### config.mk
export PLATFORM = sky130hd
export DESIGN_NAME = branch_flush_ctrl
export DESIGN_NICKNAME = d
export VERILOG_FILES = /design/src/rtl/rv32i_types.sv /design/src/rtl/rob_age_cmp.sv /design/src/rtl/branch_flush_ctrl.sv
export SDC_FILE = /design/constraint.sdc
export NUM_CORES = 1
export LEC_CHECK = 0
export BUFFER_PORTS_ARGS = -buffer_cell sky130_fd_sc_hd__clkbuf_2
export CORE_UTILIZATION = 45
export CTS_CLUSTER_DIAMETER = 200
export DETAILED_ROUTE_END_ITERATION = 10
export GPL_TIMING_DRIVEN = 0
export HOLD_SLACK_MARGIN = 0.05
export PLACE_DENSITY = 0.77
export SETUP_SLACK_MARGIN = 0.2
export SLEW_MARGIN = 10
export SYNTH_ARGS = -nofsm -noshare
export SYNTH_HDL_FRONTEND = slang
export SYNTH_HIERARCHICAL = 1
export SYNTH_SLANG_ARGS = --single-unit
export TNS_END_PERCENT = 5
### constraint.sdc
create_clock -name clk -period 3.6 [get_ports clk]
set_clock_uncertainty 0.15 [all_clocks]
set_input_delay 0.18 -clock clk [delete_from_list [all_inputs] [get_ports clk]]
set_output_delay 0.18 -clock clk [all_outputs]
set_load 0.005 [all_outputs]
### src/rtl/rv32i_types.sv
// Shared types for the branch flush controller and its neighbours.
// The controller's FSM state encoding and the redirect bundle driven to the frontend live here.
package rv32i_types;

  typedef enum logic [1:0] {
    IDLE      = 2'd0,
    WAIT_HEAD = 2'd1,
    FLUSH     = 2'd2,
    DRAIN     = 2'd3
  } flush_state_t;

  typedef struct packed {
    logic        valid;
    logic [31:0] pc;
  } redirect_t;

endpackage

### src/rtl/rob_age_cmp.sv
// Modular ROB age comparison: a_older is set when entry a is strictly older than entry b,
// measuring both as distance from the current head. Also used by the load/store queue.
module rob_age_cmp #(
  parameter int ROB_IDX_W = 5
) (
  input  logic [ROB_IDX_W-1:0] a,
  input  logic [ROB_IDX_W-1:0] b,
  input  logic [ROB_IDX_W-1:0] head,
  output logic                 a_older
);

  logic [ROB_IDX_W-1:0] a_age;
  logic [ROB_IDX_W-1:0] b_age;

  // Subtraction wraps at the ROB depth, giving the distance from head.
  assign a_age   = a - head;
  assign b_age   = b - head;
  assign a_older = (a_age < b_age);

endmodule

### src/rtl/branch_flush_ctrl.sv
// Holds the oldest mispredicted branch until it commits, then issues a one-cycle flush and
// redirect and stalls the frontend while memory drains. Define BRANCH_FLUSH_PERF_EN for the perf counter.
module branch_flush_ctrl
  import rv32i_types::*;
#(
  parameter int ROB_IDX_W    = 5,
  parameter int DRAIN_CYCLES = 2
) (
  input  logic                 clk,
  input  logic                 rst,
  input  logic                 resolve_valid,
  input  logic                 resolve_mispredict,
  input  logic [ROB_IDX_W-1:0] resolve_rob_idx,
  input  logic [31:0]          resolve_target,
  input  logic [ROB_IDX_W-1:0] rob_head_idx,
  input  logic                 rob_commit,
  input  logic                 dmem_outstanding,
  output logic                 flush,
  output logic                 redirect_valid,
  output logic [31:0]          redirect_pc,
  output logic                 stall_frontend,
  output logic                 busy,
  output logic [31:0]          perf_mispredict_cnt
);

  localparam logic [3:0] DRAIN_LAST = 4'(DRAIN_CYCLES - 1);

  flush_state_t         state_q, state_d;
  logic [ROB_IDX_W-1:0] pend_idx_q, pend_idx_d;
  logic [31:0]          pend_target_q, pend_target_d;
  logic [3:0]           drain_cnt_q, drain_cnt_d;
  logic                 flush_q, flush_d;
  redirect_t            redirect_q, redirect_d;
  logic                 stall_q, stall_d;
  logic                 busy_q, busy_d;
  logic                 mispredict;
  logic                 resolve_older;

  assign mispredict = resolve_valid && resolve_mispredict;

  rob_age_cmp #(
    .ROB_IDX_W(ROB_IDX_W)
  ) u_age_cmp (
    .a      (resolve_rob_idx),
    .b      (pend_idx_q),
    .head   (rob_head_idx),
    .a_older(resolve_older)
  );

  always_comb begin
    state_d       = state_q;
    pend_idx_d    = pend_idx_q;
    pend_target_d = pend_target_q;
    drain_cnt_d   = drain_cnt_q;
    case (state_q)
      IDLE: begin
        if (mispredict) begin
          pend_idx_d    = resolve_rob_idx;
          pend_target_d = resolve_target;
          state_d       = WAIT_HEAD;
        end
      end
      WAIT_HEAD: begin
        // A strictly older mispredict wins even over the pending branch committing.
        if (mispredict && resolve_older) begin
          pend_idx_d    = resolve_rob_idx;
          pend_target_d = resolve_target;
        end else if (rob_commit && (rob_head_idx == pend_idx_q)) begin
          state_d = FLUSH;
        end
      end
      FLUSH: begin
        drain_cnt_d = 4'd0;
        state_d     = DRAIN;
      end
      DRAIN: begin
        if ((drain_cnt_q >= DRAIN_LAST) && !dmem_outstanding) begin
          state_d = IDLE;
        end else if (drain_cnt_q != 4'hF) begin
          drain_cnt_d = drain_cnt_q + 4'd1;
        end
      end
      default: state_d = IDLE;
    endcase

    flush_d          = (state_d == FLUSH);
    redirect_d.valid = (state_d == FLUSH);
    redirect_d.pc    = (state_d == FLUSH) ? pend_target_d : 32'd0;
    stall_d          = (state_d == FLUSH) || (state_d == DRAIN);
    busy_d           = (state_d != IDLE);
  end

  always_ff @(posedge clk) begin
    if (rst) begin
      state_q       <= IDLE;
      pend_idx_q    <= '0;
      pend_target_q <= 32'd0;
      drain_cnt_q   <= 4'd0;
      flush_q       <= 1'b0;
      redirect_q    <= '0;
      stall_q       <= 1'b0;
      busy_q        <= 1'b0;
    end else begin
      state_q       <= state_d;
      pend_idx_q    <= pend_idx_d;
      pend_target_q <= pend_target_d;
      drain_cnt_q   <= drain_cnt_d;
      flush_q       <= flush_d;
      redirect_q    <= redirect_d;
      stall_q       <= stall_d;
      busy_q        <= busy_d;
    end
  end

  assign flush          = flush_q;
  assign redirect_valid = redirect_q.valid;
  assign redirect_pc    = redirect_q.pc;
  assign stall_frontend = stall_q;
  assign busy           = busy_q;

`ifdef BRANCH_FLUSH_PERF_EN
  logic [31:0] perf_cnt_q, perf_cnt_d;

  // Counts FLUSH cycles, saturating at all-ones.
  always_comb begin
    perf_cnt_d = perf_cnt_q;
    if ((state_q == FLUSH) && (perf_cnt_q != 32'hFFFF_FFFF)) begin
      perf_cnt_d = perf_cnt_q + 32'd1;
    end
  end

  always_ff @(posedge clk) begin
    if (rst) begin
      perf_cnt_q <= 32'd0;
    end else begin
      perf_cnt_q <= perf_cnt_d;
    end
  end

  assign perf_mispredict_cnt = perf_cnt_q;
`else
  assign perf_mispredict_cnt = 32'd0;
`endif

endmodule

==> flow_metrics.env, run 1 <==
export IMPL_required_ns=3.68
export IMPL_setup_violations=0
export IMPL_overflow=0
export IMPL_cts_buffers=9
export IMPL_grt_pass1_vias=2556
export IMPL_core_mm2=0.007331
export IMPL_critPathBufInv=5
export IMPL_post_route_min_period_ns=3.408
export IMPL_critPathTopFamily="adder cells"
export IMPL_ys_types=37
export IMPL_worstSetupPathType="reg -> reg"
export IMPL_grt_first_pass_wirelength_um=11810
export IMPL_grt_antenna_before_repair=0
export IMPL_clock_root_buffer="clkbuf_8"
export IMPL_holdCritStartpoint="rob_commit"
export IMPL_fp_dieArea_mm2=0.008011
export IMPL_grt_max_degree=14
export IMPL_period_share_pct=94.68
export IMPL_worst_r2r_path_depth=18
export IMPL_clock_latency_ns=0.35
export IMPL_finalPower_uw=1967
export IMPL_ant_nets=0
export IMPL_htreeDepth=3
export IMPL_drive_above_1_share_pct=41.90
export IMPL_routed_wl_um=8353
export IMPL_rsz0062_at_grt="yes"
export IMPL_final_cells=605
export IMPL_diodes=0
export IMPL_hp_class="in -> reg"
export IMPL_fin_hold_ws_ns=0.06659
export IMPL_arrival_ns=3.49
export IMPL_hpwl_um=4948
export IMPL_timing_rr_start="pend_idx_q[0]"
export IMPL_path_max_fanout=5
export IMPL_start_util_pct=47.00
export IMPL_rows=31
export IMPL_finalHoldViolations=0
export IMPL_synth_edf_count=0
export IMPL_wl_per_cell_um=13.81
export IMPL_maxSlewViolCount=0
export IMPL_seq_area_frac_synth_pct=45.32
export IMPL_clock_sinks=78
export IMPL_end_kind="flip-flop"
export IMPL_p_sw_share_pct=26.73
export IMPL_finalSetupTns_ns=0
export IMPL_die_w_um=89.51
export IMPL_worst_slew_pin_slew_ns=0.6972
export IMPL_cts_max_path_buffers=2
export IMPL_grtUsageTotal_pct=19.74
export IMPL_syn_avg_cell_area_um2=10.47
export IMPL_finalNetCount=567
export IMPL_status="finished clean"
export IMPL_fin_util_pct=69.26
export IMPL_slew_headroom_pct=53.52
export IMPL_drt_iter0_drc=92
export IMPL_portBuffers=82
export IMPL_die_y_um=89.51
export IMPL_comb_power_share_pct=20.7
export IMPL_placed_cells=541
export IMPL_p_sw_uw=525.7
export IMPL_dr_pass1_iters=4
export IMPL_max_cap_violations=0
export IMPL_ir_drop_mv=0.2600
export IMPL_crit_path_top_delay_cell="fa_2"
export IMPL_seq_power_share_pct=46.2
export IMPL_vias_per_cell=4.633
export IMPL_cp_start_kind="flip-flop"
export IMPL_ys_ff_latch=78
export IMPL_gp_congestion=0.8076
export IMPL_path_cells="inv_2 -> ha_4 -> inv_4 -> fa_2 -> a21o_1 -> a21oi_2 -> xnor2_1 -> ha_1 -> nand4_1 -> a21oi_2 -> a211oi_2 -> nor2b_1 -> nor3_2 -> buf_6 -> buf_12 -> buf_12 -> mux2i_4 -> nor2_1"
export IMPL_cts_tree="built"
export IMPL_ys_flop_type="dfxtp_1"
export IMPL_async_flop_share_pct=0
export IMPL_regToRegSetupSlack_ns=0.19
export IMPL_dr_total_vias=2803
export IMPL_p_leak_uw=0.002215
export IMPL_power_density_mw_per_mm2=387.3
export IMPL_clk_pin_slew_ns=0.08
export IMPL_area_growth_pct=47.35
export IMPL_r2r_end="pend_target_q[6]"
export IMPL_slowest_delay_ns=0.36
export IMPL_p_int_uw=1441
export IMPL_ios=116
export IMPL_min_path_cells=3
export IMPL_netlist_instances=329
export IMPL_drc_errors=0
export IMPL_power_frac_clock_pct=33.2
export IMPL_synth_area_mm2=0.003446
export IMPL_hold_path_end="redirect_pc[15]"
export IMPL_synth_warnings=6
export IMPL_max_freq_ghz=0.2934
-- metrics by stage --
stage,setup WS (ns),area (µm²)
2_1_floorplan,0.2816,3562
3_3_place_gp,-0.1160,4096
3_5_place_dp,-0.2140,4096
4_1_cts,0.1949,4935
5_1_grt,0.03826,5077
6_report,0.1915,5077
-- synthesized netlist by cell type (2+ instances only) --
cell type | instances | share of area (%)
clkbuf_1 | 9 | 0.98
nand3_1 | 2 | 0.29
buf_6 | 3 | 0.98
o21ai_0 | 4 | 0.58
a211oi_1 | 3 | 0.65
o31ai_1 | 2 | 0.44
dfxtp_1 | 78 | 45
mux2i_1 | 37 | 11
xor2_1 | 7 | 1.8
a21o_1 | 4 | 0.87
ha_1 | 15 | 5.4
fa_1 | 2 | 1.2
nand2_1 | 5 | 0.54
nor3_1 | 5 | 0.73
inv_1 | 14 | 1.5
xnor2_1 | 6 | 1.5
nor3_2 | 28 | 8.1
nor2_1 | 41 | 4.5
a31oi_1 | 4 | 0.73
buf_4 | 36 | 7.8
a21oi_1 | 6 | 0.87
nand4_1 | 2 | 0.36
buf_2 | 2 | 0.29
-- metal layers --
metal | wire [µm] | GRT usage (%)
met1 | 3371 | 22.17
met2 | 4329 | 35.05
met3 | 447 | 6.371
met4 | 205 | 7.071
met5 | 0 | 0
-- sequential cells by signal, summed over array words and instances (netlist names) --
signal	cells
busy	1
state_q	2
pend_target_q	32
pend_idx_q	5
stall_frontend	1
redirect_pc	32
redirect_valid	1
drain_cnt_q	4
-- worst reg2reg max path, cell delays in order, from the launching register on --
cell      delay (ns)
dfxtp_2         0.33
inv_2           0.06
ha_4            0.13
inv_4           0.03
fa_2            0.36
a21o_1          0.20
a21oi_2         0.13
xnor2_1         0.08
ha_1            0.33
nand4_1         0.12
a21oi_2         0.06
a211oi_2        0.21
nor2b_1         0.09
nor3_2          0.25
buf_6           0.19
buf_12          0.12
buf_12          0.13
mux2i_4         0.26
nor2_1          0.07
-- area by class of cell --
cell class	instances	area, µm²
Buffer	50	386.6
Clock buffer	10	137.6
Clock inverter	5	60.06
Fill cell	511	2253
Inverter	14	55.05
Multi-Input combinational cell	218	1829
Sequential cell	78	1564
Tap cell	99	123.9
Timing Repair Buffer	131	920.9
-- power groups by stage --
stage | clock (µW) | combinational [µW] | sequential (µW)
finish | 653 | 406 | 908
global route | 699 | 442 | 910
CTS | 659 | 365 | 904
detailed placement | 0 | 273 | 921
global placement | 0 | 267 | 920
floorplan | 0 | 206 | 918
-- logic make-up after synthesis --
| group | count (synthesis) | synth area share [%] |
|---|---|---|
| other | 1 | 0.1088 |
| AND/OR/NAND/NOR | 92 | 17.03 |
| buffers and inverters | 64 | 11.62 |
| flip-flops | 78 | 45.32 |
| XOR/XNOR | 13 | 3.304 |
| multiplexers | 37 | 10.75 |
| adder cells (fa/ha/maj) | 17 | 6.609 |
| AO/OA/AOI/OAI | 27 | 5.265 |
-- repair_timing --
item                                    in CTS  in global routing
cloned                                       1                  0
pin swaps                                    3                  9
hold endpoints to repair                    70                  2
setup buffers                                5                  4
hold buffers                                38                  1
resized for setup                           33                 23
endpoints found under the setup margin      70                 69
-- worst max path at each step --
stage | slack, ns | end | depth (start not counted) | from
global route | 0.04 | pend_target_q[6] | 18 | pend_idx_q[0]
floorplan | 0.28 | redirect_pc[0] | 17 | pend_idx_q[0]
CTS | 0.19 | pend_target_q[7] | 18 | pend_idx_q[0]
finish | 0.19 | pend_target_q[6] | 18 | pend_idx_q[0]
detailed placement | -0.21 | pend_target_q[6] | 17 | pend_idx_q[0]
global placement | -0.12 | redirect_pc[5] | 17 | pend_idx_q[0]
-- placed cells by master, fill, tap and decap left out, types with 2 or more instances in the layout --
master          n
clkbuf_1        9
buf_12          4
a21o_1          4
conb_1         32
o31ai_1         2
a21oi_1         4
buf_6           4
nor3_1          5
clkinv_4        2
dfxtp_2         2
inv_1          12
a21oi_2         3
clkbuf_2       82
o21ai_0         4
mux2i_1        17
a211oi_1        2
a31oi_1         4
dfxtp_1        76
nor2_1         41
nor3_2         28
ha_1           13
ha_4            2
clkbuf_8       10
buf_4          40
nand4_1         2
xor2_1          7
mux2i_2         7
xnor2_1         6
dlygate4sd3_1  39
nand2_1         5
nand3_1         2
mux2i_4        13
Power figures use the tool's default switching activity.
==> run 2: changes to the inputs <==
--- a/config.mk
+++ b/config.mk
@@ -6,7 +6,9 @@
 export NUM_CORES = 1
 export LEC_CHECK = 0
 export BUFFER_PORTS_ARGS = -buffer_cell sky130_fd_sc_hd__clkbuf_2
-export CORE_UTILIZATION = 45
+export CELL_PAD_IN_SITES_DETAIL_PLACEMENT = 1
+export CELL_PAD_IN_SITES_GLOBAL_PLACEMENT = 1
+export CORE_UTILIZATION = 34
 export CTS_CLUSTER_DIAMETER = 200
 export DETAILED_ROUTE_END_ITERATION = 10
 export GPL_TIMING_DRIVEN = 0
==> run 2 against run 1 <==
Effect of this change: utilization decreased by 18 points; combinational power is 1% higher; sequential power hardly changed.
==> flow_metrics.env, run 2 (synthesis results as in run 1) <==
export IMPL_status="finished clean"
export IMPL_start_util_pct=35.09
export IMPL_finalNetCount=561
export IMPL_drc_errors=0
export IMPL_power_frac_clock_pct=32.6
export IMPL_crit_start="resolve_rob_idx[1]"
export IMPL_cts_max_path_buffers=2
export IMPL_post_route_min_period_ns=3.448
export IMPL_rsz0062_at_grt="yes"
export IMPL_vias_per_cell=4.378
export IMPL_ios=116
export IMPL_overflow=0
export IMPL_max_freq_ghz=0.2901
export IMPL_fp_dieArea_mm2=0.01054
export IMPL_arrival_ns=3.50
export IMPL_p_leak_uw=0.002182
export IMPL_regToRegSetupSlack_ns=0.17
export IMPL_area_growth_pct=47.20
export IMPL_worst_slew_pin_slew_ns=0.7357
export IMPL_path_max_fanout=5
export IMPL_grt_first_pass_wirelength_um=13790
export IMPL_p_int_uw=1425
export IMPL_final_common_cell="clkbuf_2"
export IMPL_htreeDepth=3
export IMPL_portBuffers=82
export IMPL_design_area_mm2=0.005072
export IMPL_grt_antenna_before_repair=0
export IMPL_p_sw_uw=533.3
export IMPL_grtUsageTotal_pct=17.40
export IMPL_hpwl_um=5751
export IMPL_grt_max_degree=14
export IMPL_diodes=0
export IMPL_r2r_end="redirect_pc[4]"
export IMPL_slowest_delay_ns=0.56
export IMPL_end_kind="flip-flop"
export IMPL_seq_power_share_pct=46.4
export IMPL_wl_per_cell_um=14.60
export IMPL_period_share_pct=95.77
export IMPL_comb_power_share_pct=21.0
export IMPL_min_path_cells=3
export IMPL_dr_pass1_iters=4
export IMPL_clock_sinks=78
export IMPL_hold_path_end="busy"
export IMPL_cts_tree="built"
export IMPL_crit_path_top_delay_cell="dlygate4sd3_1"
export IMPL_gp_congestion=0.8395
export IMPL_cp_start_kind="input port"
export IMPL_core_mm2=0.009819
export IMPL_clock_latency_ns=0.35
export IMPL_path_cells="dlygate4sd3_1 -> clkbuf_2 -> fa_2 -> a21o_1 -> a21oi_2 -> xnor2_1 -> ha_1 -> nand4_1 -> a21oi_2 -> a211oi_2 -> nor2b_1 -> nor3_2 -> buf_6 -> clkbuf_16 -> mux2i_2 -> nor3_2"
export IMPL_holdCritStartpoint="resolve_mispredict"
export IMPL_ir_drop_mv=0.1926
export IMPL_worst_r2r_path_depth=17
export IMPL_slew_headroom_pct=50.95
export IMPL_hp_class="in -> reg"
export IMPL_n_fill_cell=1148
export IMPL_max_cap_violations=0
export IMPL_critPathBufInv=4
export IMPL_clk_pin_slew_ns=0.08
export IMPL_die_y_um=102.7
export IMPL_cts_buffers=9
export IMPL_maxSlewViolCount=0
export IMPL_p_sw_share_pct=27.24
export IMPL_required_ns=3.66
export IMPL_routed_wl_um=9244
export IMPL_die_w_um=102.7
export IMPL_grt_pass1_vias=2891
export IMPL_fin_util_pct=51.66
export IMPL_drt_iter0_drc=43
export IMPL_mostFrequentLayoutCells="clkbuf_2, dfxtp_1, nor2_1"
export IMPL_critPathTopFamily="buffers and inverters"
export IMPL_power_density_mw_per_mm2=386.0
export IMPL_timing_rr_start="pend_idx_q[0]"
export IMPL_finalHoldViolations=0
export IMPL_rows=36
export IMPL_setup_violations=0
export IMPL_dr_total_vias=2771
export IMPL_placed_area_mm2=0.004139
export IMPL_drive_above_1_share_pct=42.60
export IMPL_ant_nets=0
export IMPL_worstSetupPathType="in -> reg"
export IMPL_clock_root_buffer="clkbuf_8"
==> run 2: cell count changes in the layout (fill, tap and decap cells not counted), sizes merged <==
cell	change
inv	+1
clkinvlp	-1
buf	-5
dlygate4sd3	-2
clkinv	+1
==> run 2: power by group through the flow <==
stage	Sequential, µW	Combinational [µW]	Clock (µW)
detailed placement	922	278	0
floorplan	918	206	0
global placement	920	270	0
finish	908	411	639
CTS	905	366	654
global route	912	449	688
==> run 2: through the flow <==
stage          instances  hold slack [ns]  setup slack [ns]  TNS [ns]  power (µW)
2_1_floorplan        360           0.1772            0.2816         0        1124
3_3_place_gp         575           0.2817           -0.1232    -3.193        1190
3_5_place_dp         575           0.3059           -0.1922    -5.367        1200
4_1_cts              630          0.05149            0.1595         0        1925
5_1_grt              633          0.05348           0.01134         0        2048
6_report             633          0.05280            0.1524         0        1958
==> run 2: how the worst max path moves through the flow <==
stage | slack [ns] | end | depth (start not counted)
floorplan | 0.28 | redirect_pc[0] | 17
global placement | -0.12 | redirect_pc[12] | 17
detailed placement | -0.19 | redirect_pc[10] | 17
CTS | 0.16 | redirect_pc[9] | 17
global route | 0.01 | redirect_pc[17] | 17
finish | 0.15 | redirect_pc[4] | 16
==> run 2: metal layers <==
layer / global-route usage, % / part of all wire (%)
met1: 19.22 / 41
met2: 32.72 / 54
met3: 3.254 / 3.9
met4: 6.703 / 1.6
met5: 0 / 0
==> run 2: worst reg2reg max path, cell delays in order, from the launching register on <==
cell	delay [ns]
dfxtp_2	0.34
inv_2	0.06
ha_4	0.12
inv_2	0.04
fa_2	0.35
a21o_1	0.21
a21oi_2	0.14
xnor2_1	0.14
ha_1	0.27
nand4_1	0.10
a21oi_2	0.06
a211oi_2	0.24
nor2b_1	0.09
nor3_2	0.29
buf_6	0.21
clkbuf_16	0.18
mux2i_2	0.26
nor3_2	0.05
==> run 2: area by class of cell <==
cell class                 instances  area [µm²]  area share, %
sequential                        78        1563          30.81
buffer                            50       382.9          7.548
inverter                          14       52.55          1.036
clock buffer                       9       123.9          2.442
clock inverter                     6       62.56          1.233
tap                              133       166.4          3.281
multi-input combinational        218        1871          36.88
timing repair buffer             125       850.8          16.77
==> run 2: repair_timing <==
action	4_1_cts	5_1_grt
setup endpoints to repair	70	73
cloned	0	1
pin swaps	2	9
buffers inserted	3	2
hold endpoints to repair	68	0
hold buffers	37	0
gates resized for setup	36	26
==> run 3: changes to the inputs <==
--- a/config.mk
+++ b/config.mk
@@ -8,12 +8,13 @@
 export BUFFER_PORTS_ARGS = -buffer_cell sky130_fd_sc_hd__clkbuf_2
 export CELL_PAD_IN_SITES_DETAIL_PLACEMENT = 1
 export CELL_PAD_IN_SITES_GLOBAL_PLACEMENT = 1
+export CORE_MARGIN = 2
 export CORE_UTILIZATION = 34
 export CTS_CLUSTER_DIAMETER = 200
 export DETAILED_ROUTE_END_ITERATION = 10
 export GPL_TIMING_DRIVEN = 0
 export HOLD_SLACK_MARGIN = 0.05
-export PLACE_DENSITY = 0.77
+export PLACE_DENSITY = 0.76
 export SETUP_SLACK_MARGIN = 0.2
 export SLEW_MARGIN = 10
 export SYNTH_ARGS = -nofsm -noshare
==> run 3 against run 2 <==
Effect of this change: first-iteration DRC count up 120%; critical path depth down 2; largest cell class unchanged; register-to-register slack worse by 0.12 ns; worst hold slack better by 0.037 ns; utilization up 1.5 points; die area up 3.9%; routed wire length up 22%; clock-buffer cell count up 2; cell count up 1.3%; highest routed layer unchanged; largest power group unchanged; critical path type is now reg -> reg; global-route usage up 1.4 points.
==> flow_metrics.env, run 3 (synthesis results as in run 1) <==
export IMPL_status="finished clean"
export IMPL_max_cap_violations=0
export IMPL_worst_r2r_path_depth=14
export IMPL_dr_total_vias=2962
export IMPL_core_mm2=0.009819
export IMPL_end_kind="flip-flop"
export IMPL_arrival_ns=3.62
export IMPL_clock_latency_ns=0.36
export IMPL_rsz0062_at_grt="yes"
export IMPL_grt_antenna_before_repair=0
export IMPL_worstSetupPathType="reg -> reg"
export IMPL_crit_path_top_delay_cell="dfxtp_2"
export IMPL_routed_wl_um=11240
export IMPL_portBuffers=82
export IMPL_finalPower_uw=2145
export IMPL_slowest_delay_ns=0.36
export IMPL_grt_pass1_vias=3114
export IMPL_period_share_pct=98.64
export IMPL_cp_depth=14
export IMPL_setup_violations=0
export IMPL_gp_congestion=0.8416
export IMPL_cts_max_path_buffers=2
export IMPL_clock_root_buffer="clkbuf_8"
export IMPL_grt_first_pass_wirelength_um=16040
export IMPL_drc_errors=0
export IMPL_hp_class="in -> reg"
export IMPL_vias_per_cell=4.621
export IMPL_power_density_mw_per_mm2=410.5
export IMPL_critPathBufInv=2
export IMPL_mostFrequentLayoutCells="clkbuf_2, dfxtp_1, buf_4, nor2_1, dlygate4sd3_1"
export IMPL_fin_hold_ws_ns=0.09007
export IMPL_rows=36
export IMPL_worst_slew_pin_slew_ns=0.7423
export IMPL_n_fill_cell=1110
export IMPL_grtUsageTotal_pct=18.81
export IMPL_cts_buffers=9
export IMPL_dr_pass1_iters=4
export IMPL_path_max_fanout=6
export IMPL_critPathTopFamily="compound AO/OA/AOI/OAI gates"
export IMPL_required_ns=3.67
export IMPL_die_y_um=104.7
export IMPL_cp_start_kind="flip-flop"
export IMPL_wl_per_cell_um=17.54
export IMPL_finalHoldViolations=0
export IMPL_fp_dieArea_mm2=0.01096
export IMPL_max_freq_ghz=0.2816
export IMPL_worst_path_most_repeated_cell="nor3_2"
export IMPL_ant_nets=0
export IMPL_final_common_cell="clkbuf_2"
export IMPL_slew_headroom_pct=50.51
export IMPL_start_util_pct=35.09
export IMPL_finalNetCount=567
export IMPL_drive_above_1_share_pct=43.00
export IMPL_hpwl_um=6259
export IMPL_min_path_cells=3
export IMPL_clock_sinks=78
export IMPL_p_leak_uw=0.002242
export IMPL_path_cells="ha_2 -> a21o_1 -> a31oi_4 -> xor2_2 -> ha_4 -> a21oi_1 -> nand2_1 -> a211oi_2 -> nor2b_1 -> nor3_2 -> buf_6 -> buf_12 -> mux2i_2 -> nor3_2"
export IMPL_clk_pin_slew_ns=0.08
export IMPL_ir_drop_mv=0.2034
export IMPL_grt_max_degree=14
export IMPL_post_route_min_period_ns=3.551
export IMPL_area_growth_pct=51.60
export IMPL_cts_tree="built"
export IMPL_die_w_um=104.7
export IMPL_maxSlewViolCount=0
export IMPL_overflow=0
export IMPL_ios=116
export IMPL_htreeDepth=3
export IMPL_drt_iter0_drc=95
run 3: cell count changes in the layout (fill, tap and decap cells not counted), moves of 2 or more:
cell           before  now
mux2i_2             9    2
mux2i_1            13   18
buf_4              37   40
clkinv_2            3    1
dlygate4sd3_1      37   39
ha_1               13   11
mux2i_4            15   17
run 3: timing repair:
item                                   CTS  global route
endpoints found under the hold margin   70             0
buffers inserted                         3             5
cloned                                   0             2
hold buffers                            39             0
setup endpoints to repair               70            73
pin swaps                                2            12
resized for setup                       33            33
run 3: worst min-delay path, stage by stage:
cell      delay, ns
clkbuf_2       0.14
a31o_2         0.15
a31oi_1        0.07
run 3: report_power, final:
part           internal [µW]  total [µW]  leakage [µW]  switching (µW)
logic                    244         467       0.00150             223
clock network            412         768      0.000110             356
registers                890         910      0.000634            19.5
total                   1550        2140       0.00224             599
run 3: routing by layer:
| metal | up-vias | wire length [µm] | global-route usage [%] | share of wire [%] |
|---|---|---|---|---|
| met5 | - | 0 | 0 | 0 |
| met4 | 0 | 386 | 9.143 | 3.4 |
| met3 | 33 | 485 | 3.431 | 4.3 |
| met2 | 98 | 6079 | 34.87 | 54 |
| met1 | 1443 | 4293 | 20.49 | 38 |
| li1 | 1388 | - | - | - |
run 3: through the flow:
stage	setup WS (ns)	utilization (%)	setup TNS, ns	cell area [µm²]	cells
final	0.04880	53.20	0	5224	641
after global routing	-0.03744	53.17	-0.2294	5221	640
after CTS	0.1769	50.37	0	4946	633
after detailed placement	-0.2471	42.15	-7.827	4139	575
after global placement	-0.1559	42.15	-3.941	4139	575
after floorplan	0.2816	-	0	3562	360
run 3: worst paths after layout:
path | to | from | slack, ns
max reg2reg | redirect_pc[2] | pend_idx_q[2] | 0.05
min | state_q[0] | rob_commit | 0.09
min reg2reg | pend_target_q[19] | pend_target_q[19] | 0.35
max | redirect_pc[2] | pend_idx_q[2] | 0.05
run 3: cell type report:
type,instances,area (µm²),share of cell area [%]
sequential,78,1564,29.94
multi-input combinational,218,1914,36.65
inverter,14,52.55,1.006
antenna,1,2.502,0.04790
clock inverter,5,81.33,1.557
timing repair buffer,131,922.1,17.65
buffer,50,379.1,7.257
tap,133,166.4,3.186
clock buffer,11,141.4,2.707
